[src/rtl/regfile.sv]
// ---------------------------------------------------------------------------
// regfile -- general-purpose register file, two async read ports, one write
//
// Holds 2**ADDR_WIDTH registers x0..x(N-1) of DATA_WIDTH bits. Register x0 is
// hard-wired to zero: writes to it are dropped and it always reads as 0.
//
// Ports
//   clk               sole clock, all state updates on the rising edge
//   rst_n             synchronous active-low reset, clears every register
//   reg_write_enable  write strobe, sampled on the rising edge
//   write_addr        destination register index
//   write_data        data to store
//   read_addr1/2      read port indices
//   read_data1/2      combinational read data (no write-to-read bypass)
// ---------------------------------------------------------------------------
module regfile #(
    parameter int DATA_WIDTH = 32,
    parameter int ADDR_WIDTH = 5
) (
    input  logic                  clk,
    input  logic                  rst_n,
    input  logic                  reg_write_enable,
    input  logic [ADDR_WIDTH-1:0] write_addr,
    input  logic [DATA_WIDTH-1:0] write_data,
    input  logic [ADDR_WIDTH-1:0] read_addr1,
    input  logic [ADDR_WIDTH-1:0] read_addr2,
    output logic [DATA_WIDTH-1:0] read_data1,
    output logic [DATA_WIDTH-1:0] read_data2
);

    localparam int NUM_REGS = 2 ** ADDR_WIDTH;

    logic [DATA_WIDTH-1:0] regs [NUM_REGS];

    // Reset wins over a simultaneous write; x0 is never written, so after
    // the first reset its storage stays zero.
    always_ff @(posedge clk) begin
        if (!rst_n) begin
            regs <= '{default: '0};
        end else if (reg_write_enable && (write_addr != '0)) begin
            regs[write_addr] <= write_data;
        end
    end

    // The explicit x0 decode keeps the zero read independent of storage.
    always_comb begin
        read_data1 = '0;
        read_data2 = '0;
        if (read_addr1 != '0) read_data1 = regs[read_addr1];
        if (read_addr2 != '0) read_data2 = regs[read_addr2];
    end

endmodule

[config.mk]
export PLATFORM = sky130hd
export DESIGN_NAME = regfile
export DESIGN_NICKNAME = d
export VERILOG_FILES = /design/src/rtl/regfile.sv
export SDC_FILE = /design/constraint.sdc
export NUM_CORES = 2
export LEC_CHECK = 0
export ABC_AREA = 1
export CAP_MARGIN = 20
export CELL_PAD_IN_SITES_DETAIL_PLACEMENT = 0
export CELL_PAD_IN_SITES_GLOBAL_PLACEMENT = 1
export CORE_MARGIN = 2
export CORE_UTILIZATION = 35
export CTS_CLUSTER_SIZE = 24
export DETAILED_ROUTE_END_ITERATION = 12
export PLACE_DENSITY_LB_ADDON = 0.1
export SYNTH_ARGS = -nofsm -noshare
export SYNTH_HDL_FRONTEND = slang
export SYNTH_SLANG_ARGS = --single-unit
[constraint.sdc]
create_clock -name clk -period 3.3 [get_ports clk]
set_clock_uncertainty 0.15 [all_clocks]
set_input_delay 0.825 -clock clk [delete_from_list [all_inputs] [get_ports clk]]
set_output_delay 0.825 -clock clk [all_outputs]
set_load 0.05 [all_outputs]
Word-level counts from Yosys, hierarchy flattened
Index checks and enable logic that the tools add are counted.
Widths: inputs -> output; s select.
{ "totals": {"register_bits": 1024, "inputBits": 50, "output_inout_bits": 64, "elab_cells": 55} }
{ "classes": {"n_lt_le_gt_ge": 4, "muxes": 11, "n_bitwise": 3, "reduce_logical": 5} }
{ "op_table": {"columns": ["op", "n"], "rows": [
  ["$bwmux 1024", 1],
  ["$bmux 32 s5", 2],
  ["$mux 32", 7],
  ["$demux 32 s5", 1],
  ["$ge 6x6->1 const B", 3],
  ["$not 5->6", 3],
  ["$reduce_bool 5->1", 3],
  ["$lt 6x1->1 const B", 1],
  ["$logic_and 1x1->1", 2]
]} }

Depth between registers and ports, before layout
{ "logic_depth": {"depth_word": 6, "ltp_mapped": 11, "ltp_nobuf": 9} }

Worst setup path before layout
Ideal clock, no wire load.
{ "synth_path": {"path_kind": "input-to-output", "start": "input read_addr2[2]", "end": "output read_data2[26]", "t_arrival_ns": 2.572, "required_time_ns": 2.325, "setup_slack_ns": -0.247, "path_stages": 10, "path_buffers": 3, "cell_sequence": "buf_2 clkinv_1 clkbuf_1 buf_1 nand3_1 nand2_1 nand2_1 nand3_1 nand2_1 nor2_1"} }
{ "synth_via": {"elab_chain_cells": 5, "word_cells_on_any_way": 6, "classes_between": "mux (4); bitwise (1); reduce/logical (1)"} }
{ "synth_lines": {"columns": ["element", "line_no", "source"], "rows": [
  ["start: declaration", "26", "input logic [ADDR_WIDTH-1:0] read_addr2,"],
  ["$not 5->6 (not written as such)", "50", "if (read_addr2 != '0) read_data2 = regs[read_addr2];"],
  ["$bmux 32 s5", "50", null],
  ["$mux 32 (not written as such) (2 in a row)", "50", null],
  ["$mux 32 (*)", "50", null],
  ["end: declaration", "28", "output logic [DATA_WIDTH-1:0] read_data2"]
]} }
Every way passes the cells marked *; elsewhere a longest branch is shown, timed or not. The select of a mux whose other input is x is not followed.

Worst setup path in the final report
{ "layout_path": {"start": "input read_addr2[0]", "end": "output read_data2[14]"} }
Same word-level chain as after synthesis.

==> flow_summary.toml <==
[status]
status = "complete, but fails checks"
violations = "negative setup slack"

[drt]
ant_nets = 0
totalWireLength_mm = 285.6
wire_per_inst_um = 26.35
drc_errors = 0
drtPass1Iterations = 6
top_layer_used = "met4"
vias = 62910
via_per_inst = 5.804
drtIter0Drc = 7917
wl_met1_mm = 119.1
met3_length_mm = 26.21
wl_met2_mm = 126.2

[timing]
period_needed_ps = 3559
rsz0062_at_grt = "yes"
finalWorstSetupSlack_ps = -258.5
post-route-period-util_pct = 107.8
slew_headroom_pct = 29.08
fmax_ghz = 0.2810
tightest_slew_ps = 1057
setup_violations = 64
hold_violations = 0
maxSlewViolCount = 0

[floorplan]
rows = 143
start_util_pct = 35.20
die_y_um = 394.9
pin_count = 114
core_area_um2 = 151900
dieArea_um2 = 155900
die_w_um = 394.9

[cells_and_area]
largest-register = "regs"
top_regs = "regs: 1024 flops"
nets = 8763
syn_to_final_growth_pct = 32.74
drive_above_1_share_pct = 16.36
nFillCells = 15350
fin_util_pct = 46.72
final_area_um2 = 70980
largest_reg_flops = 1024

[synth]
synth_top_cell_area_share_pct = 38.34
syn_area_per_cell_um2 = 6.237
yosysMostFrequentCell = "nand2_1"
ys_warn_count = 0
ys_ff_latch = 1024
syn-num-nets = 8623
yosys_most_used_dff = "dfxtp_1"
ys_seq_area_share_pct = 38.34
async_flop_share_pct = 0
netlist_instances = 8573
synth_area_um2 = 53470
ys_top_cells_by_count = "nand2_1, nand3_1, a21oi_1"
synth_area_leaders = "dfxtp_1, nand2_1, nand3_1"
yosysUniqueCellTypes = 19
yosys.area.top_type = "dfxtp_1"
synth_edf_count = 0

[global_routing]
grt_max_degree = 107
first_global_vias = 56880
track_usage_pct = 34.20
grt_remaining_overflow = 0
grt_antenna_before_repair = 4
grt_pass1_wl_mm = 399.1

[worst_setup_path]
critical_path_class = "in -> out"
path_max_fanout = 14
critPathRequiredTime_ps = 2320
crit_path_end_kind = "output pin"
worstPathArrival_ps = 2580
start_kind = "primary input"

[pwr]
intPower_mw = 23.23
pwr-share-clk_pct = 44.0
power_mw = 33.10
sw_frac_of_total_pct = 29.83
power.density_nw_per_um2 = 466.3
p_sw_mw = 9.872
p_leak_nw = 28.22
max-vdd-ir-drop_v = 0.0005279
seq_power_share_pct = 38.2
p_comb_share_pct = 17.8

[clock_tree]
clkTransAtPathRegs_ps = 50
clock_latency_ps = 770
cts_root_buffer = "clkbuf_16"
cts_buffer_depth = 3
hold_buffers = 0
clock-sinks = 1024
cts_tree = "built"
cts_buffers = 130
htreeDepth = 4

[min_path]
holdCritPathClass = "reg -> reg"

[place]
gp_congestion = 0.9035
pre_cts_ws_ps = -359.1
port_buffers = 113
dp_hpwl_mm = 173.8
post_dp_cell_area_um2 = 62520

[run]
cap_viol_max_count = 0
[worst max-delay path, cell delays in order]
cell and delay, ps:
buf_16 160, buf_16 190, buf_12 160, buf_12 150, nand2_1 60, nand3_1 80
nand3_1 100, nand2_2 110, nand2_2 80, nand3_1 100, nand2_2 110, nor2_4 230
buf_12 170
[cell type report]
class	count	area (um^2)	share of cell area, %
sequential	1024	20500	28.88
timing repair buffer	813	11900	16.76
multi-input combinational	6561	30960	43.62
tap	2030	2540	3.579
clock buffer	192	3841	5.412
clock inverter	34	409.1	0.5765
timing repair inverter	4	47.55	0.06699
antenna	2	5.005	0.007051
inverter	179	778.2	1.096
[metal layers]
| layer | vias to the layer above | track usage [%] |
|---|---|---|
| li1 | 28900 | - |
| met4 | 0 | 15.81 |
| met3 | 611 | 6.387 |
| met5 | - | 0 |
| met2 | 3310 | 53.67 |
| met1 | 30090 | 45.30 |
[what timing repair did]
item                       CTS  global route
buffers inserted            20            38
gates resized for setup    237           288
gates cloned                19            51
setup endpoints to repair   64            64
pin swaps                   49           119
[through the flow]
stage / TNS, ps / std cells / hold WS (ps)
floorplan: 0 / 8573 / 270.2
global placement: -16170 / 10490 / 278.5
detailed placement: -16020 / 10490 / 282.9
CTS: -9303 / 10750 / 277.3
global route: -12900 / 10840 / 308.0
finish: -10580 / 10840 / 291.8
[cell families after synthesis]
family | share of synthesized area [%]
buffers and inverters | 7.186
and+or+nand+nor | 34.99
DFF | 38.34
AOI/OAI and AO/OA | 19.48
[path summary, 6_finish.rpt]
path | startpoint | slack (ps) | to | cells after the start
setup / recovery | read_addr2[0] | -260 | read_data2[14] | 13
hold / removal | regs[993] | 290 | regs[993] | 2
setup reg to reg | regs[423] | 2390 | regs[423] | 2
hold reg to reg | regs[993] | 290 | regs[993] | 2
[power by group through the flow]
stage | Combinational [mW] | Sequential, mW | Clock (mW)
after global placement | 5.15 | 12.9 | 0
final | 5.90 | 12.6 | 14.6
after CTS | 5.42 | 12.6 | 14.7
after global routing | 6.12 | 12.6 | 15.2
after floorplan | 2.45 | 12.9 | 0
after detailed placement | 5.14 | 12.9 | 0
[placed cells by master, fill, tap and decap left out, types with 9 or more instances in the layout]
cell type | netlist | layout
clkinv_1 | 15 | 9
nand3_2 | 1 | 98
o21ai_0 | 1026 | 1005
clkbuf_1 | 620 | 31
nand2_1 | 2597 | 2436
clkdlybuf4s50_1 | 0 | 38
o21ai_1 | 14 | 34
nor2_1 | 422 | 309
inv_2 | 32 | 36
clkbuf_16 | 0 | 176
nor2_2 | 19 | 41
inv_1 | 132 | 125
buf_6 | 0 | 47
buf_16 | 0 | 50
dfxtp_1 | 1024 | 1024
nand3_1 | 1434 | 1331
buf_12 | 0 | 291
a21oi_2 | 0 | 16
a21oi_1 | 1040 | 1024
nand2_2 | 0 | 150
buf_8 | 0 | 13
buf_4 | 0 | 328
nor2_4 | 0 | 91
nand2_4 | 0 | 11
clkinv_2 | 0 | 20
clkbuf_8 | 0 | 27
No activity file was read; power rests on OpenSTA's default activity.
